## src/rtl/joy_pkg.sv

```systemverilog
// Shared joystick constants: frame geometry, tick-to-bit map and reset word.
package joy_pkg;

  localparam int unsigned FRAME_TICKS = 26;
  localparam int unsigned JOY_W       = 12;

  localparam logic [JOY_W-1:0] JOY_RESET_WORD = 12'hFFF;

  localparam int unsigned JOY_BIT_RESET = 11;
  localparam int unsigned JOY_BIT_COIN  = 9;
  localparam int unsigned JOY_BIT_START = 8;

  typedef struct packed {
    logic [JOY_W-1:0] j2;
    logic [JOY_W-1:0] j1;
  } joy_frame_t;

  localparam joy_frame_t JOY_FRAME_RESET = '{j2: JOY_RESET_WORD, j1: JOY_RESET_WORD};

  // Frame-vector index (j1 in [11:0], j2 in [23:12]) captured at a given tick.
  function automatic logic [4:0] tick_to_bit(input logic [4:0] tick);
    logic [4:0] k;
    logic [4:0] base;
    logic [4:0] bidx;
    if (tick < 5'd18) begin
      base = (tick < 5'd10) ? 5'd0 : 5'd12;
      k    = (tick - 5'd2) & 5'd7;
      bidx = (k == 5'd0) ? 5'd8 : 5'd7 - k;
    end else begin
      base = (tick < 5'd22) ? 5'd12 : 5'd0;
      k    = (tick - 5'd18) & 5'd3;
      case (k[1:0])
        2'd0:    bidx = 5'd10;
        2'd1:    bidx = 5'd11;
        2'd2:    bidx = 5'd9;
        default: bidx = 5'd7;
      endcase
    end
    return base + bidx;
  endfunction

endpackage

```

## src/rtl/joy_serial_reader_if.sv

```systemverilog
// Chain pins and debounced joystick words of the serial joystick reader.
interface joy_serial_reader_if;
  import joy_pkg::*;

  logic             joy_data;
  logic             joy_clk;
  logic             joy_load;
  logic [JOY_W-1:0] joystick1;
  logic [JOY_W-1:0] joystick2;
  logic             frame_strobe;
  logic             update;

  modport master (
    input  joy_data,
    output joy_clk, joy_load, joystick1, joystick2, frame_strobe, update
  );

  modport slave (
    output joy_data,
    input  joy_clk, joy_load, joystick1, joystick2, frame_strobe, update
  );
endinterface

```

## src/rtl/joy_debounce.sv

```systemverilog
// Frame-to-frame debounce: loads the output words only after enough identical frames.
module joy_debounce
  import joy_pkg::*;
#(
  parameter int unsigned DEBOUNCE_FRAMES = 2
) (
  input  logic             clock,
  input  logic             reset_n,
  input  logic             i_frame_strobe,
  input  joy_frame_t       i_frame,
  output logic [JOY_W-1:0] o_joystick1,
  output logic [JOY_W-1:0] o_joystick2,
  output logic             o_update
);

  localparam int unsigned      MW        = 3;
  localparam logic [MW-1:0]    MATCH_MAX = MW'(DEBOUNCE_FRAMES - 1);

  joy_frame_t    r_prev;
  joy_frame_t    r_out;
  logic [MW-1:0] r_match;
  logic          r_update;

  logic [MW-1:0] w_match_nxt;
  logic          w_load;

  always_comb begin
    w_match_nxt = '0;
    if (i_frame == r_prev)
      w_match_nxt = (r_match == MATCH_MAX) ? r_match : r_match + MW'(1);
    w_load = i_frame_strobe && (w_match_nxt == MATCH_MAX) && (i_frame != r_out);
  end

  always_ff @(posedge clock or negedge reset_n) begin
    if (!reset_n) begin
      r_prev   <= JOY_FRAME_RESET;
      r_out    <= JOY_FRAME_RESET;
      r_match  <= '0;
      r_update <= 1'b0;
    end else begin
      r_update <= w_load;
      if (i_frame_strobe) begin
        r_prev  <= i_frame;
        r_match <= w_match_nxt;
        if (w_load) r_out <= i_frame;
      end
    end
  end

  assign o_joystick1 = r_out.j1;
  assign o_joystick2 = r_out.j2;
  assign o_update    = r_update;

endmodule

```

## src/rtl/joy_serial_reader.sv

```systemverilog
// Serial joystick front end: drives the PISO chain, assembles 24-bit frames
// and hands each completed frame to the debounce stage.
module joy_serial_reader
  import joy_pkg::*;
#(
  parameter int unsigned CLK_DIV         = 16,
  parameter int unsigned DEBOUNCE_FRAMES = 2
) (
  input  logic                clock,
  input  logic                reset_n,
  joy_serial_reader_if.master joy
);

  localparam int unsigned     PW         = 9;
  localparam logic [PW-1:0]   PRESC_LAST = PW'(2 * CLK_DIV - 1);
  localparam logic [PW-1:0]   PRESC_HALF = PW'(CLK_DIV - 1);
  localparam logic [4:0]      LAST_TICK  = 5'(FRAME_TICKS - 1);

  typedef enum logic [2:0] {
    ST_IDLE, ST_LOAD, ST_SKIP, ST_SHIFT, ST_COMMIT
  } state_t;

  state_t      r_state, w_state_nxt;
  logic [PW-1:0] r_presc;
  logic        r_joy_clk;
  logic        r_joy_load;
  logic        r_frame_strobe;
  logic        r_sync1, r_sync2;
  logic [4:0]  r_bit_cnt, w_cnt_nxt;
  logic [23:0] r_frame;
  logic        w_tick, w_capture, w_commit;

  // joy_clk rises at the end of each full period; the first rise lands 2*CLK_DIV after reset.
  assign w_tick = (r_presc == PRESC_LAST);

  always_ff @(posedge clock or negedge reset_n) begin
    if (!reset_n) begin
      r_presc   <= '0;
      r_joy_clk <= 1'b0;
    end else begin
      r_presc <= w_tick ? '0 : r_presc + PW'(1);
      if (w_tick)                    r_joy_clk <= 1'b1;
      else if (r_presc == PRESC_HALF) r_joy_clk <= 1'b0;
    end
  end

  always_ff @(posedge clock or negedge reset_n) begin
    if (!reset_n) begin
      r_sync1 <= 1'b1;
      r_sync2 <= 1'b1;
    end else begin
      r_sync1 <= joy.joy_data;
      r_sync2 <= r_sync1;
    end
  end

  always_ff @(posedge clock or negedge reset_n) begin
    if (!reset_n) begin
      r_state   <= ST_IDLE;
      r_bit_cnt <= '0;
    end else begin
      r_state   <= w_state_nxt;
      r_bit_cnt <= w_cnt_nxt;
    end
  end

  always_comb begin
    w_state_nxt = r_state;
    w_cnt_nxt   = r_bit_cnt;
    w_capture   = 1'b0;
    w_commit    = 1'b0;
    if (w_tick)
      w_cnt_nxt = (r_state == ST_IDLE || r_bit_cnt == LAST_TICK) ? 5'd0 : r_bit_cnt + 5'd1;
    case (r_state)
      ST_IDLE, ST_LOAD, ST_SKIP, ST_SHIFT: begin
        if (w_tick) begin
          if (w_cnt_nxt == 5'd0)      w_state_nxt = ST_LOAD;
          else if (w_cnt_nxt == 5'd1) w_state_nxt = ST_SKIP;
          else begin
            w_capture   = 1'b1;
            w_state_nxt = (w_cnt_nxt == LAST_TICK) ? ST_COMMIT : ST_SHIFT;
          end
        end
      end
      // Frame complete; idle in SHIFT at bit 25 until the next tick wraps to LOAD.
      ST_COMMIT: begin
        w_commit    = 1'b1;
        w_state_nxt = ST_SHIFT;
      end
      default: w_state_nxt = ST_IDLE;
    endcase
  end

  always_ff @(posedge clock or negedge reset_n) begin
    if (!reset_n) begin
      r_joy_load     <= 1'b1;
      r_frame_strobe <= 1'b0;
      r_frame        <= '1;
    end else begin
      r_frame_strobe <= w_commit;
      if (w_tick)    r_joy_load <= (w_cnt_nxt != 5'd0);
      if (w_capture) r_frame[tick_to_bit(w_cnt_nxt)] <= r_sync2;
    end
  end

  joy_debounce #(
    .DEBOUNCE_FRAMES (DEBOUNCE_FRAMES)
  ) u_debounce (
    .clock          (clock),
    .reset_n        (reset_n),
    .i_frame_strobe (w_commit),
    .i_frame        (joy_frame_t'(r_frame)),
    .o_joystick1    (joy.joystick1),
    .o_joystick2    (joy.joystick2),
    .o_update       (joy.update)
  );

  assign joy.joy_clk      = r_joy_clk;
  assign joy.joy_load     = r_joy_load;
  assign joy.frame_strobe = r_frame_strobe;

endmodule

```

## src/flat_wrapper.sv

```systemverilog
// flat-port wrapper written by rule: the top's interface ports become plain ports
module joy_serial_reader_flat import joy_pkg::*;
#(
  parameter int unsigned CLK_DIV         = 16,
  parameter int unsigned DEBOUNCE_FRAMES = 2
)
  (clock, reset_n, joy_joy_data, joy_joy_clk, joy_joy_load, joy_joystick1, joy_joystick2, joy_frame_strobe, joy_update);
  joy_serial_reader_if joy_i ();
  input  logic clock;
  input  logic reset_n;
  input wire logic [$bits(joy_i.joy_data)-1:0] joy_joy_data;
  output wire logic [$bits(joy_i.joy_clk)-1:0] joy_joy_clk;
  output wire logic [$bits(joy_i.joy_load)-1:0] joy_joy_load;
  output wire logic [$bits(joy_i.joystick1)-1:0] joy_joystick1;
  output wire logic [$bits(joy_i.joystick2)-1:0] joy_joystick2;
  output wire logic [$bits(joy_i.frame_strobe)-1:0] joy_frame_strobe;
  output wire logic [$bits(joy_i.update)-1:0] joy_update;
  assign joy_i.joy_data = joy_joy_data;
  assign joy_joy_clk = joy_i.joy_clk;
  assign joy_joy_load = joy_i.joy_load;
  assign joy_joystick1 = joy_i.joystick1;
  assign joy_joystick2 = joy_i.joystick2;
  assign joy_frame_strobe = joy_i.frame_strobe;
  assign joy_update = joy_i.update;
  joy_serial_reader #(.CLK_DIV(CLK_DIV), .DEBOUNCE_FRAMES(DEBOUNCE_FRAMES)) u_core (.clock(clock), .reset_n(reset_n), .joy(joy_i));
endmodule
```

## config.mk

```make
export PLATFORM = sky130hd
export DESIGN_NAME = joy_serial_reader_flat
export DESIGN_NICKNAME = d
export VERILOG_FILES = /design/src/rtl/joy_pkg.sv /design/src/rtl/joy_serial_reader_if.sv /design/src/rtl/joy_debounce.sv /design/src/rtl/joy_serial_reader.sv /design/src/flat_wrapper.sv
export SDC_FILE = /design/constraint.sdc
export NUM_CORES = 1
export LEC_CHECK = 0
export CORE_MARGIN = 3
export CORE_UTILIZATION = 63
export CTS_CLUSTER_DIAMETER = 200
export CTS_CLUSTER_SIZE = 12
export DETAILED_ROUTE_END_ITERATION = 6
export DONT_BUFFER_PORTS = 1
export PLACE_DENSITY = 0.91
export REMOVE_ABC_BUFFERS = 1
export SKIP_CTS_REPAIR_TIMING = 1
export SLEW_MARGIN = 5
export SYNTH_ARGS = -nofsm -noshare
export SYNTH_HDL_FRONTEND = slang
export SYNTH_HIERARCHICAL = 1
export SYNTH_SLANG_ARGS = --single-unit
```

## constraint.sdc

```tcl
create_clock -name clock -period 5.3 [get_ports clock]
set_input_delay 0.795 -clock clock [delete_from_list [all_inputs] [get_ports clock]]
set_output_delay 0.795 -clock clock [all_outputs]
set_load 0.005 [all_outputs]
```

==> results by group <==
Synth
  – Synth top area cells: dfstp_2 37%, dfrtp_1 11%, mux2_2 6.3%, mux2_4 5.6%, mux2_1 5.1%
  – EDFF count, synth: 0
  – Post-synth cell types: 63
  – Mapped Cells: 422
  – Ys async rst share: 100%
  – Synth Cell Area: 0.00534 sq mm
  – Avg Inst Size Synth: 12.7 sq um
  – Synth Flop Type: dfstp_2
  – Post-synthesis sequential area ratio: 47.7%
  – Syn. warnings: 6
  – Synth area leader: dfstp_2
  – Synth Register Bits: 98
  – Synth top area share: 36.9%

Critical path
  – Critical path type: reg2reg
  – CP startpoint kind: register
  – CP Max Fanout: 8
  – Critical Path End Type: register
  – Crit path required time: 5.61 ns
  – Crit path DAT: 5.08 ns

GRT
  – Largest net degree at the start of global routing: 99
  – Initial antenna violation count: 0
  – Gr usage total: 21.8%
  – First-pass GRT wire length: 17000 um
  – Vias in the first global route: 3444
  – GR Overflow Total: 0

STA
  – Tcrit/Tclk final: 90.0%
  – Setup-failing EPs final: 0
  – Fin crit period: 4.77 ns
  – Final setup TNS: 0 ns
  – Hold Vio Cnt, Final: 0
  – Layout Skew: 0.0175 ns
  – Worst-margin pin slew: 1.15 ns
  – Slew Limit Headroom: 23.1%
  – Max-slew violations: 0
  – Peak Freq: 210 MHz
  – Fin worst setup slack: 0.530 ns
  – Unrepaired setup endpoints after global routing: false

Detailed routing
  – Vias/cell: 6.38
  – Post-route ant nets: 0
  – Total Wirelength: 10200 um
  – Initial DRC Count: 274
  – Drt pass-1 iters: 5
  – Drc violations: 0
  – Routed length per instance: 19.3 um
  – Via count: 3360

Pwr
  – Peak VDD IR: 0.199 mV
  – Static leakage: 2.45 nW
  – Cell area power density: 228 mW/mm^2

Placed design
  – Routability cong.: 0.926
  – Post-DP HPWL: 7010 um
  – Dpl cells: 511
  – I/O Buffers: 0
  – Dpl ws: 0.597 ns

Outcome
  – Outcome: finished, final reports clean

Finish
  – Non-filler cells, final: 527
  – N_diodes: 0
  – Nets@finish: 431
  – Share of layout cells above drive strength 1: 37.9%
  – Area Overhead vs Synth: 4.85%

Die
  – Starting Density: 67.1%
  – Chip Height: 98.1 um
  – Chip width: 98.1 um
  – Core box area: 0.00797 sq mm
  – Die ar.: 0.00962 sq mm
  – Ports: 31
  – # rows: 32

CTS
  – CTS tree: built
  – Worst skew pair latency: 0.38 ns
  – Root Driver: clkbuf_8
  – Register clock-pin slew on the reported worst setup and hold paths: 0.11 ns
  – CTS buffer count: 9
  – CTS max path bufs: 2
  – Depth of the CTS H-tree: 3
  – Clk sinks: 98

Worst hold path
  – Hold crit path type: in2async

Run
  – Max Cap Violations: 0
worst max-delay path, stage by stage (launching register included):
cell     delay (ns)
dfrtp_1        0.48
or4_4          0.62
nor2_4         0.24
a32o_1         0.37
inv_1          0.08
ha_1           0.19
inv_1          0.11
nor2_1         0.07
mux2_2         0.33
nor2_1         0.25
o21ai_0        0.12
and2_1         0.18
fa_1           0.55
nor2b_1        0.43
nor2b_1        0.23
nand3_1        0.10
mux2_1         0.36
sequential cells by signal, indices dropped and copies added, names as in the netlist:
register                       cells
u_core/u_debounce/o_joystick2     12
u_core/r_sync2                     1
u_core/u_debounce/o_joystick1     12
u_core/joy.joy_load                1
u_core/u_debounce/o_update         1
u_core/r_frame                    24
u_core/u_debounce/r_match          3
u_core/joy.joy_clk                 1
u_core/r_state                     3
u_core/r_presc                     9
u_core/joy.frame_strobe            1
u_core/r_sync1                     1
u_core/u_debounce/r_prev          24
u_core/r_bit_cnt                   5
through the flow:
stage / hold slack, ns / area [sq um] / total power [W] / utilization (%)
2_1_floorplan: 0.345 / 5250 / 0.000765 / -
3_3_place_gp: 0.348 / 5390 / 0.000766 / 67.6
3_5_place_dp: 0.354 / 5390 / 0.000767 / 67.6
4_1_cts: 0.0790 / 5600 / 0.00129 / 70.3
5_1_grt: 0.0676 / 5600 / 0.00131 / 70.3
6_report: 0.0929 / 5600 / 0.00127 / 70.3
layout make-up:
| class | instances | area [sq um] |
|---|---|---|
| clock buffer | 9 | 124 |
| tap | 102 | 128 |
| fill | 536 | 2370 |
| timing repair buffer | 1 | 7.51 |
| inverter | 13 | 51.3 |
| multi-input combinational | 297 | 2650 |
| sequential | 98 | 2550 |
| clock inverter | 7 | 92.6 |
logic make-up after synthesis:
group	count (synthesis)	share of synthesized area, %
AOI/OAI and AO/OA	57	8.85
DFF	98	47.7
muxes	75	17.2
and+or+nand+nor	100	12.2
adders and majority gates	8	2.01
xor gates and xnor gates	57	9.34
buffers and inverters	27	2.69
cell usage after synthesis (all sizes together), types with 2 or more instances:
cell type / number
nand2b: 2
o211ai: 13
clkbuf: 5
o31ai: 2
o21ai: 13
inv: 13
and2: 3
xor2: 29
a21o: 3
nor3: 7
a31oi: 3
ha: 7
nand4b: 2
and3: 4
nor4: 9
a21oi: 6
dfrtp: 23
buf: 9
nand3: 12
o22ai: 2
nand4: 21
mux2: 74
dfstp: 75
nand2: 14
nor2: 15
nor2b: 5
o311ai: 2
nor4b: 2
a211oi: 2
xnor2: 28
report_power, final:
part | switching, W | internal (W)
clock | 0.000289 | 0.000231
sequential | 0.00000230 | 0.000752
combinational | 0 | 0.000000163
total | 0.000291 | 0.000984
path summary, 6_finish.rpt:
check	startpoint	to	slack, ns	cells after the start
max reg2reg	u_core/r_presc[5]	u_core/r_frame[13]	0.53	16
max	u_core/r_presc[5]	u_core/r_frame[13]	0.53	16
min	reset_n	u_core/joy.frame_strobe	0.09	0
max in group asynchronous	reset_n	u_core/joy.joy_load	5.00	0
min reg2reg	u_core/r_sync1	u_core/r_sync2	0.37	0
min in group clock	u_core/r_sync1	u_core/r_sync2	0.37	0
layer usage:
layer	track usage, %	wire (um)	vias up	part of all wire (%)
li1	-	-	1539	-
met1	26.7	4330	1684	43
met2	37.0	5160	121	51
met3	6.14	458	16	4.5
met4	7.88	212	0	2.1
met5	0	0	-	0
cell usage in the layout, fill, tap and decap left out, drive strengths merged, types with 14 or more instances in the layout:
master  count
nor2       15
xor2       29
xnor2      28
inv        17
mux2       74
dfrtp      23
dfstp      75
nand4      21
nand2      14
No activity file was read; power rests on OpenSTA's default activity.
